### src/rtl/vga_frame_writer_pkg.sv
// Shared sizes, writer state type and the magnitude-to-height scaling helper
// for the VGA frame writer and its ping-pong bank.
package vga_pkg;

  localparam int N_BINS   = 16;
  localparam int ADDR_W   = 4;
  localparam int DATA_W   = 16;
  localparam int HEIGHT_W = 10;

  typedef enum logic {
    FILL = 1'b0,
    FULL = 1'b1
  } wr_state_e;

  // Shift the raw magnitude down, then clamp to the bar-height ceiling.
  function automatic logic [HEIGHT_W-1:0] scale_sat(
    input logic [DATA_W-1:0] mag,
    input int                shift,
    input int                max_h
  );
    logic [DATA_W-1:0] h;
    h = mag >> shift;
    if (32'(h) > max_h) begin
      return HEIGHT_W'(max_h);
    end
    return h[HEIGHT_W-1:0];
  endfunction

endpackage

### src/rtl/vga_frame_writer_pingpong_bank.sv
// Two 16x16 height banks: one is written while the other is read through two
// independent ports with a registered address and registered data.
module vga_pingpong_bank
  import vga_pkg::*;
(
  input  logic              clk,
  input  logic              rst_n,
  input  logic              swap,
  input  logic              we,
  input  logic [ADDR_W-1:0] waddr,
  input  logic [DATA_W-1:0] wdata,
  input  logic [ADDR_W-1:0] radd_a,
  input  logic [ADDR_W-1:0] radd_b,
  output logic [DATA_W-1:0] rdata_a,
  output logic [DATA_W-1:0] rdata_b
);

  logic              rd_sel;
  logic [DATA_W-1:0] mem [2][N_BINS];
  logic [ADDR_W-1:0] radd_a_q;
  logic [ADDR_W-1:0] radd_b_q;

  // The bank not selected for reading is always the write bank.
  always_ff @(posedge clk) begin
    if (!rst_n) begin
      rd_sel <= 1'b0;
      for (int b = 0; b < 2; b++) begin
        for (int i = 0; i < N_BINS; i++) begin
          mem[b][i] <= '0;
        end
      end
    end else begin
      if (swap) begin
        rd_sel <= ~rd_sel;
      end
      if (we) begin
        mem[~rd_sel][waddr] <= wdata;
      end
    end
  end

  always_ff @(posedge clk) begin
    if (!rst_n) begin
      radd_a_q <= '0;
      radd_b_q <= '0;
      rdata_a  <= '0;
      rdata_b  <= '0;
    end else begin
      radd_a_q <= radd_a;
      radd_b_q <= radd_b;
      rdata_a  <= mem[rd_sel][radd_a_q];
      rdata_b  <= mem[rd_sel][radd_b_q];
    end
  end

endmodule

### src/rtl/vga_frame_writer.sv
// Producer side of the VGA bar buffer: scales spectrum bins into heights and
// publishes full frames via display_start_o. Optional peak hold: PEAK_HOLD_EN.
module vga_frame_writer
  import vga_pkg::*;
#(
  parameter int SCALE_SHIFT = 6,
  parameter int MAX_HEIGHT  = 1023,
  parameter int DECAY       = 8
) (
  input  logic              clk,
  input  logic              rst_n,
  input  logic              bin_valid_i,
  input  logic [DATA_W-1:0] bin_data_i,
  input  logic              bin_last_i,
  output logic              bin_ready_o,
  input  logic              vga_buff_reading_i,
  input  logic [ADDR_W-1:0] vga_buff_radd_a_i,
  input  logic [ADDR_W-1:0] vga_buff_radd_b_i,
  output logic [DATA_W-1:0] vga_buff_rdata_a_o,
  output logic [DATA_W-1:0] vga_buff_rdata_b_o,
  output logic              display_start_o,
  output logic              frame_err_o
);

  wr_state_e           state, state_next;
  logic [ADDR_W-1:0]   index, index_next;
  logic                ready_q;
  logic                display_start;
  logic                frame_err;
  logic                accept;
  logic                last_idx;
  logic                frame_abort;
  logic                we;
  logic                swap;
  logic [HEIGHT_W-1:0] h_sat;
  logic [HEIGHT_W-1:0] h_store;
  logic [DATA_W-1:0]   wdata;

  assign accept      = bin_valid_i & ready_q;
  assign last_idx    = (index == ADDR_W'(N_BINS - 1));
  assign frame_abort = accept & bin_last_i & ~last_idx;
  assign we          = accept & ~frame_abort;
  assign swap        = (state == FULL) & ~display_start & ~vga_buff_reading_i;
  assign h_sat       = scale_sat(bin_data_i, SCALE_SHIFT, MAX_HEIGHT);

  always_comb begin
    state_next = state;
    index_next = index;
    case (state)
      FILL: begin
        if (accept) begin
          if (frame_abort) begin
            index_next = '0;
          end else if (last_idx) begin
            state_next = FULL;
            index_next = '0;
          end else begin
            index_next = index + 1'b1;
          end
        end
      end
      FULL: begin
        if (swap) begin
          state_next = FILL;
        end
      end
      default: state_next = FILL;
    endcase
  end

  // Ready is registered so it stays low through reset; it then tracks FILL.
  always_ff @(posedge clk) begin
    if (!rst_n) begin
      state         <= FILL;
      index         <= '0;
      ready_q       <= 1'b0;
      display_start <= 1'b0;
      frame_err     <= 1'b0;
    end else begin
      state     <= state_next;
      index     <= index_next;
      ready_q   <= (state_next == FILL);
      frame_err <= frame_abort;
      if (swap) begin
        display_start <= 1'b1;
      end else if (vga_buff_reading_i) begin
        display_start <= 1'b0;
      end
    end
  end

`ifdef PEAK_HOLD_EN
  logic [HEIGHT_W-1:0] peak [N_BINS];
  logic [HEIGHT_W-1:0] peak_dec;

  assign peak_dec = (peak[index] > HEIGHT_W'(DECAY)) ? (peak[index] - HEIGHT_W'(DECAY)) : '0;
  assign h_store  = (h_sat > peak_dec) ? h_sat : peak_dec;

  // Peaks follow every real write, including ones later lost to a framing error.
  always_ff @(posedge clk) begin
    if (!rst_n) begin
      for (int i = 0; i < N_BINS; i++) begin
        peak[i] <= '0;
      end
    end else if (we) begin
      peak[index] <= h_store;
    end
  end
`else
  assign h_store = h_sat;
`endif

  assign wdata = {{(DATA_W - HEIGHT_W){1'b0}}, h_store};

  vga_pingpong_bank u_bank (
    .clk     (clk),
    .rst_n   (rst_n),
    .swap    (swap),
    .we      (we),
    .waddr   (index),
    .wdata   (wdata),
    .radd_a  (vga_buff_radd_a_i),
    .radd_b  (vga_buff_radd_b_i),
    .rdata_a (vga_buff_rdata_a_o),
    .rdata_b (vga_buff_rdata_b_o)
  );

  assign bin_ready_o     = ready_q;
  assign display_start_o = display_start;
  assign frame_err_o     = frame_err;

endmodule

### config.mk
export PLATFORM = sky130hd
export DESIGN_NAME = vga_frame_writer
export DESIGN_NICKNAME = d
export VERILOG_FILES = /design/src/rtl/vga_frame_writer_pkg.sv /design/src/rtl/vga_frame_writer_pingpong_bank.sv /design/src/rtl/vga_frame_writer.sv
export SDC_FILE = /design/constraint.sdc
export NUM_CORES = 1
export LEC_CHECK = 0
export ABC_AREA = 0
export CORE_MARGIN = 3
export CORE_UTILIZATION = 50
export DETAILED_ROUTE_END_ITERATION = 12
export DONT_BUFFER_PORTS = 1
export PLACE_DENSITY_LB_ADDON = 0.25
export SYNTH_ARGS = -nofsm -noshare
export SYNTH_HDL_FRONTEND = slang
export SYNTH_HIERARCHICAL = 1
export SYNTH_SLANG_ARGS = --single-unit
### constraint.sdc
create_clock -name clk -period 4 [get_ports clk]
set_input_delay 1.2 -clock clk [delete_from_list [all_inputs] [get_ports clk]]
set_output_delay 1.2 -clock clk [all_outputs]
set_load 0.01 [all_outputs]
== Word level (Yosys, flattened, before mapping) ==
Memory sizes are Yosys's and may differ from the RTL's. A register that Yosys moved wholly into a read port is not among the register bits.
Cells that the tools add are included.

* Register bits: 49
* Memories: 1
* Bits in writable memories: 320
* Word-level logic and storage cells: 67

* Equal/unequal tests: 1
* Add/subtract/negate cells: 1
* Reductions and logical operators: 4
* Bitwise gates (word level): 16
* $lt $le $gt $ge: 5
* Mux-type cells: 29

{| class="wikitable"
|+ Memory list
! name !! words !! width !! rd ports !! clocked after Yosys merged registers in !! write ports !! RTL line !! source
|-
| u_bank.mem || 2 || 160 || 1 || 1 || 2 || vga_frame_writer_pingpong_bank.sv:19 || <nowiki>logic [DATA_W-1:0] mem [2][N_BINS];</nowiki>
|}

{| class="wikitable"
|+ Operator list
! kind !! number
|-
| $mux 160 || 2
|-
| $mux 256 || 1
|-
| $reduce_or 160->1 || 1
|-
| $bmux 16 s4 || 2
|-
| $mux 16 || 5
|-
| $demux 16 s4 || 1
|-
| $mux 10 || 2
|-
| $ge 5x5->1 const B || 3
|-
| $not 4->5 || 3
|-
| $mux 1 || 13
|-
| $gt 10x10->1 const B || 1
|-
| $mux 4 || 2
|-
| $not 1->1 || 7
|-
| $and 1x1->1 || 6
|-
| $lt 5x1->1 const B || 1
|-
| $add 4x1->4 const B || 1
|-
| $eq 4x4->1 const B || 1
|-
| $pmux 1 s2 || 1
|-
| $reduce_and 2->1 || 1
|-
| $reduce_bool 2->1 || 1
|-
| $logic_and 1x1->1 || 1
|}

== Longest topological paths before layout ==
Gate-level depths: netlist (run 1).

* Depth in word-level cells: 10
* Depth in mapped cells: 9

== Cells and area by module ==
Netlist (run 1), hierarchy kept.

{| class="wikitable"
|+ By module, submodules not included
! module !! instances !! sequential area each (um2) !! cells each !! area an instance (um2)
|-
| vga_pingpong_bank || 1 || 16,215.6 || 1,737 || 26,243.9
|-
| vga_frame_writer || 1 || 160.2 || 51 || 426.7
|}

== Worst setup path after synthesis (run 1) ==
Ideal clock, no wire load.

* Path kind: in2reg
* From: in bin_valid_i
* To: mem u_bank/mem[1][128] (netlist bit), enable pin
* Slack: 546 ps
* Arrival: 3,043 ps
* Stages on the path: 5
* Required time: 3,589 ps
* Cell sequence: nand2_1 a21oi_1 nor2b_1 nand3_1 o21ai_0

{| class="wikitable"
|+ RTL lines
! what !! RTL line !! source
|-
| start, declared || vga_frame_writer.sv:12 || <nowiki>input logic bin_valid_i,</nowiki>
|-
| end, declared || vga_frame_writer_pingpong_bank.sv:19 ||
|}

==> metrics.txt, run 1 <==
Post-CTS Setup Repair Bufs=0; # fillers=4108; starting density of the core=50.7%; Synth Register Bits=about 560; Pleak=roughly 0.0099 uW; Post-DRT Antenna Nets=0; CP arrival=roughly 3600 ps; vias in the first global route=16710; Rel. slew slack=28.5%; CP required=about 4300 ps; first-pass GRT wire length=106000 um; Buf/Inv on CP=2; cell count after synthesis=around 1800; switching power of the nets=2960 uW; outcome=complete, no violations; clock group share of total power=between 40% and 50%; largest net degree at the start of global routing=86; Pint=10100 uW; Post-synth EDFFs=between 500 and 600; Setup crit start kind=register; Setup-failing EPs final=0; Hold Violations, Final=0; Clock transition at path regs=60 ps; count of final max-slew check failures=0; final WL=72200 um; power per cell area=roughly 440 nW/um2; multi-input logic area=~9500 um2; sequential cell area=16400 um2; maximum VDD drop=about 0.33 mV; DP HPWL=approximately 48000 um; die area=roughly 56000 um2; First-pass DRT Iterations=5; fmax=0.307 GHz; Hold Buf Count CTS=0; share of cells above drive strength 1=25.0%; Cell Area, Synth=26700 um2; slowest stage delay, CP=720 ps; I/O Buffers=0; sequential share of power=52.5%; critical path's top delay family=simple AND/OR/NAND/NOR gates; critical-path cell list=ha_1 > nand3_1 > a21oi_1 > nand3_1 > nor2_1 > buf_4 > nand2_1 > nand2_1 > buf_4; cell taking the most area after synthesis=edfxtp_1; Layout Nets=1832; fraction of registers with async set/reset=0%; clock latency on the worst-skew pair=620 ps; GRT Total Usage=25.7%; switching part of the total power=between 20% and 30%; IO Pins=64; Worst Hold Class=reg2reg; area of the core=52700 um2; crit end category=register; Worst path slowest cell=dfxtp_1; H-tree depth=2; DR vias=16274; DRC=0; CTS Buf Count=57; worst clock skew=14.2 ps; Die Width=237 um; Tmin final=3260 ps; post-synth top area share=between 50% and 60%; Least-Margin Pin Slew=1070 ps; Die Y=237 um; register area share after synthesis=between 60% and 70%; total number of yosys warnings=6; CTS root buf=clkbuf_16; Iter 0 DRT Violations=2012; Synth Flop Type=edfxtp_1; Mean Syn Cell Area=14.9 um2; initial antenna violation count=3; synth unique cells=46; Bufs on Longest Clock Path=3; period utilisation layout=81.5%; Core Rows=84; top cells by area, synth=edfxtp_1, mux4_2, mux2i_1; area growth from synthesis to layout=10.7%; GRT overflow=0; CTS resizes=0; CTS sink cnt=562; CTS tree=yes; Via density=6.41; Max Cap Violations=0; crit-path max FO=18; kind of critical path=reg2reg; Comb power frac=7.3%; Cell Area, Placed=27700 um2; count leader, synth=edfxtp_1; top cells by count, synth=edfxtp_1, nor2_1, mux2i_1, mux4_2, nand2_1; Total Negative Setup Slacks=0 ps; Final Wtd Congestion=0.874; Final Instance Area=29500 um2; wire length per cell=28.5 um; RSZ-0062 raised after global routing=no
==> power groups by stage <==
stage | combinational, uW | sequential [uW] | clock (uW)
floorplan | 663 | 6870 | 0
global placement | 920 | 6940 | 0
detailed placement | 932 | 6960 | 0
CTS | 936 | 6840 | 5320
global route | 993 | 6870 | 5570
finish | 947 | 6840 | 5230
==> worst min-delay path: cells and delay by family (launching register included) <==
kind | cells | cell delay [ps]
flip-flops | 1 | 340
AND/OR/NAND/NOR | 2 | 140
==> per-stage QoR <==
stage | setup slack [ps] | total power (uW) | hold slack [ps] | cells | util, %
after floorplan | 546 | 7530 | 477 | 1798 | -
after global placement | 860 | 7860 | 499 | 2431 | 52.6
after detailed placement | 790 | 7890 | 507 | 2431 | 52.6
after CTS | 795 | 13100 | 528 | 2536 | 56.1
after global routing | 566 | 13400 | 553 | 2536 | 56.1
final | 741 | 13000 | 523 | 2537 | 56.1
==> placed cells by master, fill, tap and decap left out, types with 3 or more instances in the layout <==
cell and count:
a21oi_1 34, a221oi_1 29, a221oi_2 3, a22oi_1 32, a31oi_1 33, and2_1 13, and3_1 16, buf_12 7
buf_4 92, clkbuf_1 8, clkbuf_16 62, clkbuf_2 4, clkbuf_8 3, clkinv_1 9, clkinv_2 13, conb_1 11
dfxtp_1 45, dfxtp_4 5, edfxtp_1 512, inv_1 17, mux2_1 8, mux2_2 72, mux2_4 16, mux2i_1 160
mux4_2 160, nand2_1 118, nand2b_1 4, nand3_1 9, nor2_1 267, nor2b_1 9, nor3_1 3, nor3b_1 3
o21ai_1 33, o21ai_2 14
==> cell families (layout without fill, tap and decap cells) <==
group,Yosys count,count (layout),share of synthesized area (%)
buf+inv,171,221,3.17
flops,562,562,61.4
mux,416,416,23.8
xor+xnor,1,1,0.0328
fa+ha+maj,1,1,0.0469
simple gates,450,450,6.99
compound gates,186,186,4.55
other cells,1,12,0.0141
==> final cells by class <==
type | instances | share of cell area, %
diodes | 1 | 0.00848
clock buffers | 77 | 5.56
clock inverters | 28 | 0.648
inverters | 17 | 0.216
multi-input cells | 1065 | 32.3
flip-flops and latches | 562 | 55.5
well taps | 688 | 2.92
repair buffers | 99 | 2.81
==> routing by layer <==
| layer | vias to the layer above | GRT usage (%) | wire length [um] |
|---|---|---|---|
| met4 | 0 | 10.6 | 3180 |
| met1 | 8368 | 35.2 | 28300 |
| li1 | 6909 | - | - |
| met5 | - | 0 | 0 |
| met3 | 176 | 4.16 | 5610 |
| met2 | 821 | 41.3 | 35100 |
==> flip-flops by register name, indices dropped and copies added, names as in the netlist, 4 cells and up, named ones only <==
name and cells:
u_bank/mem 512, u_bank/rdata_a 16, u_bank/rdata_b 16, index 4
u_bank/radd_a_q 4, u_bank/radd_b_q 4
==> worst paths after layout <==
check	slack (ps)	from	to	depth (start not counted)
max	740	index[1]	u_bank/mem[0][26]	9
min	520	state	display_start_o	2
max reg2reg	740	index[1]	u_bank/mem[0][26]	9
min reg2reg	520	state	display_start_o	2
No activity file was read; power rests on OpenSTA's default activity.
==> run 2, diff against run 1 <==
==> constraint.sdc (replaced) <==
create_clock -name clk -period 2.95 [get_ports clk]
set_input_delay 0.885 -clock clk [delete_from_list [all_inputs] [get_ports clk]]
set_output_delay 0.885 -clock clk [all_outputs]
set_load 0.01 [all_outputs]
==> metrics.txt, run 2 (synthesis gave the netlist of run 1 again) <==
GRT Total Usage=25.7% (-0.026 points); GRT overflow=0 (unchanged); Hold Buf Count CTS=0 (unchanged); Max Cap Violations=0 (unchanged); max reg flops=512 (unchanged); Die Width=237 um (unchanged); I/O Buffers=0 (unchanged); Clock transition at path regs=60 ps (about the same); Layout Nets=1854 (+1.2%); kind of critical path=reg2reg; most common cell after layout, fill and taps aside=edfxtp_1; Most flops, register=u_bank/mem; starting density of the core=50.7% (unchanged); CTS sink cnt=562 (unchanged); FF-to-FF Start=index[0]; DP HPWL=48400 um (+1.3%); CTS resizes=0 (unchanged); crit end category=register; wire length per cell=28.3 um (-0.72%); CTS Buf Count=58 (+1.8%); Via density=6.43 (+0.25%); share of cells above drive strength 1=25.4% (+0.43 points); Bufs on Longest Clock Path=3 (unchanged); met3 wire length=5940 um (+6.0%); critical-path cell list=ha_1 > nand3_1 > a21oi_1 > nand3_1 > nor2_1 > buf_12 > nand3_1 > nand2_1 > buf_4; Post-DRT Antenna Nets=0 (unchanged); IO Pins=64 (unchanged); die area=56100 um2 (unchanged); Iter 0 DRT Violations=1759 (-13%); Setup crit start kind=register; R2R depth=9 (unchanged); CTS tree=yes; vias in the first global route=17034 (+1.9%); Total Negative Setup Slacks=0 ps (unchanged); Pleak=0.0101 uW (+1.7%); area of the core=52700 um2 (unchanged); period utilisation layout=88.6% (+7.1 points); slowest stage delay, CP=410 ps (-310 ps); critical path's top delay family=simple AND/OR/NAND/NOR gates; area growth from synthesis to layout=12.1%; outcome=complete, no violations; CTS root buf=clkbuf_16; initial antenna violation count=4 (+1); Least-Margin Pin Slew=993 ps (-77.9 ps); most frequent cells in the layout=edfxtp_1, nor2_1, mux4_2, mux2i_1, nand2_1; Buf/Inv on CP=2 (unchanged); top routing layer in use=met5; clock latency on the worst-skew pair=630 ps (about the same); hold path cells=1 (-1); maximum VDD drop=0.447 mV (+34%); Worst path slowest cell=a21oi_1; Final Wtd Congestion=0.896 (+2.5%); Rel. slew slack=33.7% (+5.2 points); WHS Endpoint=display_start_o; met1 wire length=27800 um (-2.0%); worst clock skew=27.2 ps (+13.0 ps); DR vias=16463 (+1.2%); HP Start=vga_buff_reading_i; Critical R2R Capture=u_bank/mem[0][10]; biggest regs=u_bank/mem (512), u_bank/rdata_a (16), u_bank/rdata_b (16); Post-CTS Setup Repair Bufs=0 (unchanged); power per cell area=595 nW/um2 (+35%); DRC=0 (unchanged); Die Y=237 um (unchanged); count of final max-slew check failures=0 (unchanged); fmax=0.383 GHz (+25%); fin util=56.8% (+0.69 points); Core Rows=84 (unchanged); CP most frequent cell=nand3_1; CP arrival=2900 ps (-650 ps); First-pass DRT Iterations=6 (+1); Hold Violations, Final=0 (unchanged); Setup-failing EPs final=0 (unchanged); met2 routed WL=35500 um (+1.1%); Tmin final=2610 ps (-645 ps); crit-path max FO=18 (unchanged); H-tree depth=2 (unchanged); FF-to-FF setup slack=340 ps (-400 ps); final WL=72300 um (+0.18%); largest net degree at the start of global routing=86 (unchanged); RSZ-0062 raised after global routing=no; CP required=3230 ps (-1060 ps); Worst Hold Class=in2reg; ANT cells=0 (-1); first-pass GRT wire length=107000 um (+0.89%)
[run 2: cell count changes in the layout (fill, tap and decap cells not counted), moves of 4 or more]
cell / previous run / this run
buf_12: 7 / 23
clkbuf_1: 8 / 16
buf_4: 92 / 97
clkbuf_2: 4 / 0
[run 2: power by group]
part	switching [uW]	internal, uW
combinational	771	590
clock	3060	4120
sequential	223	9020
total	4050	13700
[run 2: worst register-to-register path, delay by kind of cell (launching register included)]
| kind | cells | cell delay, ps |
|---|---|---|
| buffers and inverters | 2 | 510 |
| flip-flops | 1 | 330 |
| AO/OA/AOI/OAI | 1 | 410 |
| adder cells (fa/ha/maj) | 1 | 240 |
| AND/OR/NAND/NOR | 5 | 800 |
[run 2: layout make-up]
class / count / area [um2]
repair buffers: 120 / 1190
clock buffers: 83 / 1680
clock inverters: 25 / 169
well taps: 688 / 861
inverters: 17 / 63.8
multi-input cells: 1065 / 9530
fillers: 4074 / 22800
flip-flops and latches: 562 / 16400
[run 2: worst max-delay path by stage]
| stage | from | end | slack [ps] | cells after the start |
|---|---|---|---|---|
| global placement | bin_valid_i | u_bank/mem[0][8] | 240 | 8 |
| floorplan | bin_valid_i | u_bank/mem[1][128] | -190 | 5 |
| detailed placement | bin_valid_i | u_bank/mem[0][12] | 230 | 8 |
| finish | index[0] | u_bank/mem[0][10] | 340 | 9 |
| CTS | register | u_bank/rdata_b[5] | 350 | 6 |
| global route | index[0] | u_bank/mem[0][15] | 120 | 9 |
[run 2: through the flow]
step                setup slack [ps]  hold slack [ps]  std cells  total power [uW]  instance area [um2]
finish                           336              343       2560             17800                29900
global route                     119              325       2560             18300                29900
CTS                              350              319       2560             17900                29900
detailed placement               225              505       2452             10700                28000
global placement                 240              497       2452             10700                28000
floorplan                       -189              477       1798             10200                26700
[run 2: layer usage]
metal / track usage, % / vias up
met5: 0 / -
met1: 34.0 / 8540
li1: - / 6960
met3: 5.02 / 158
met2: 42.0 / 803
met4: 10.2 / 2
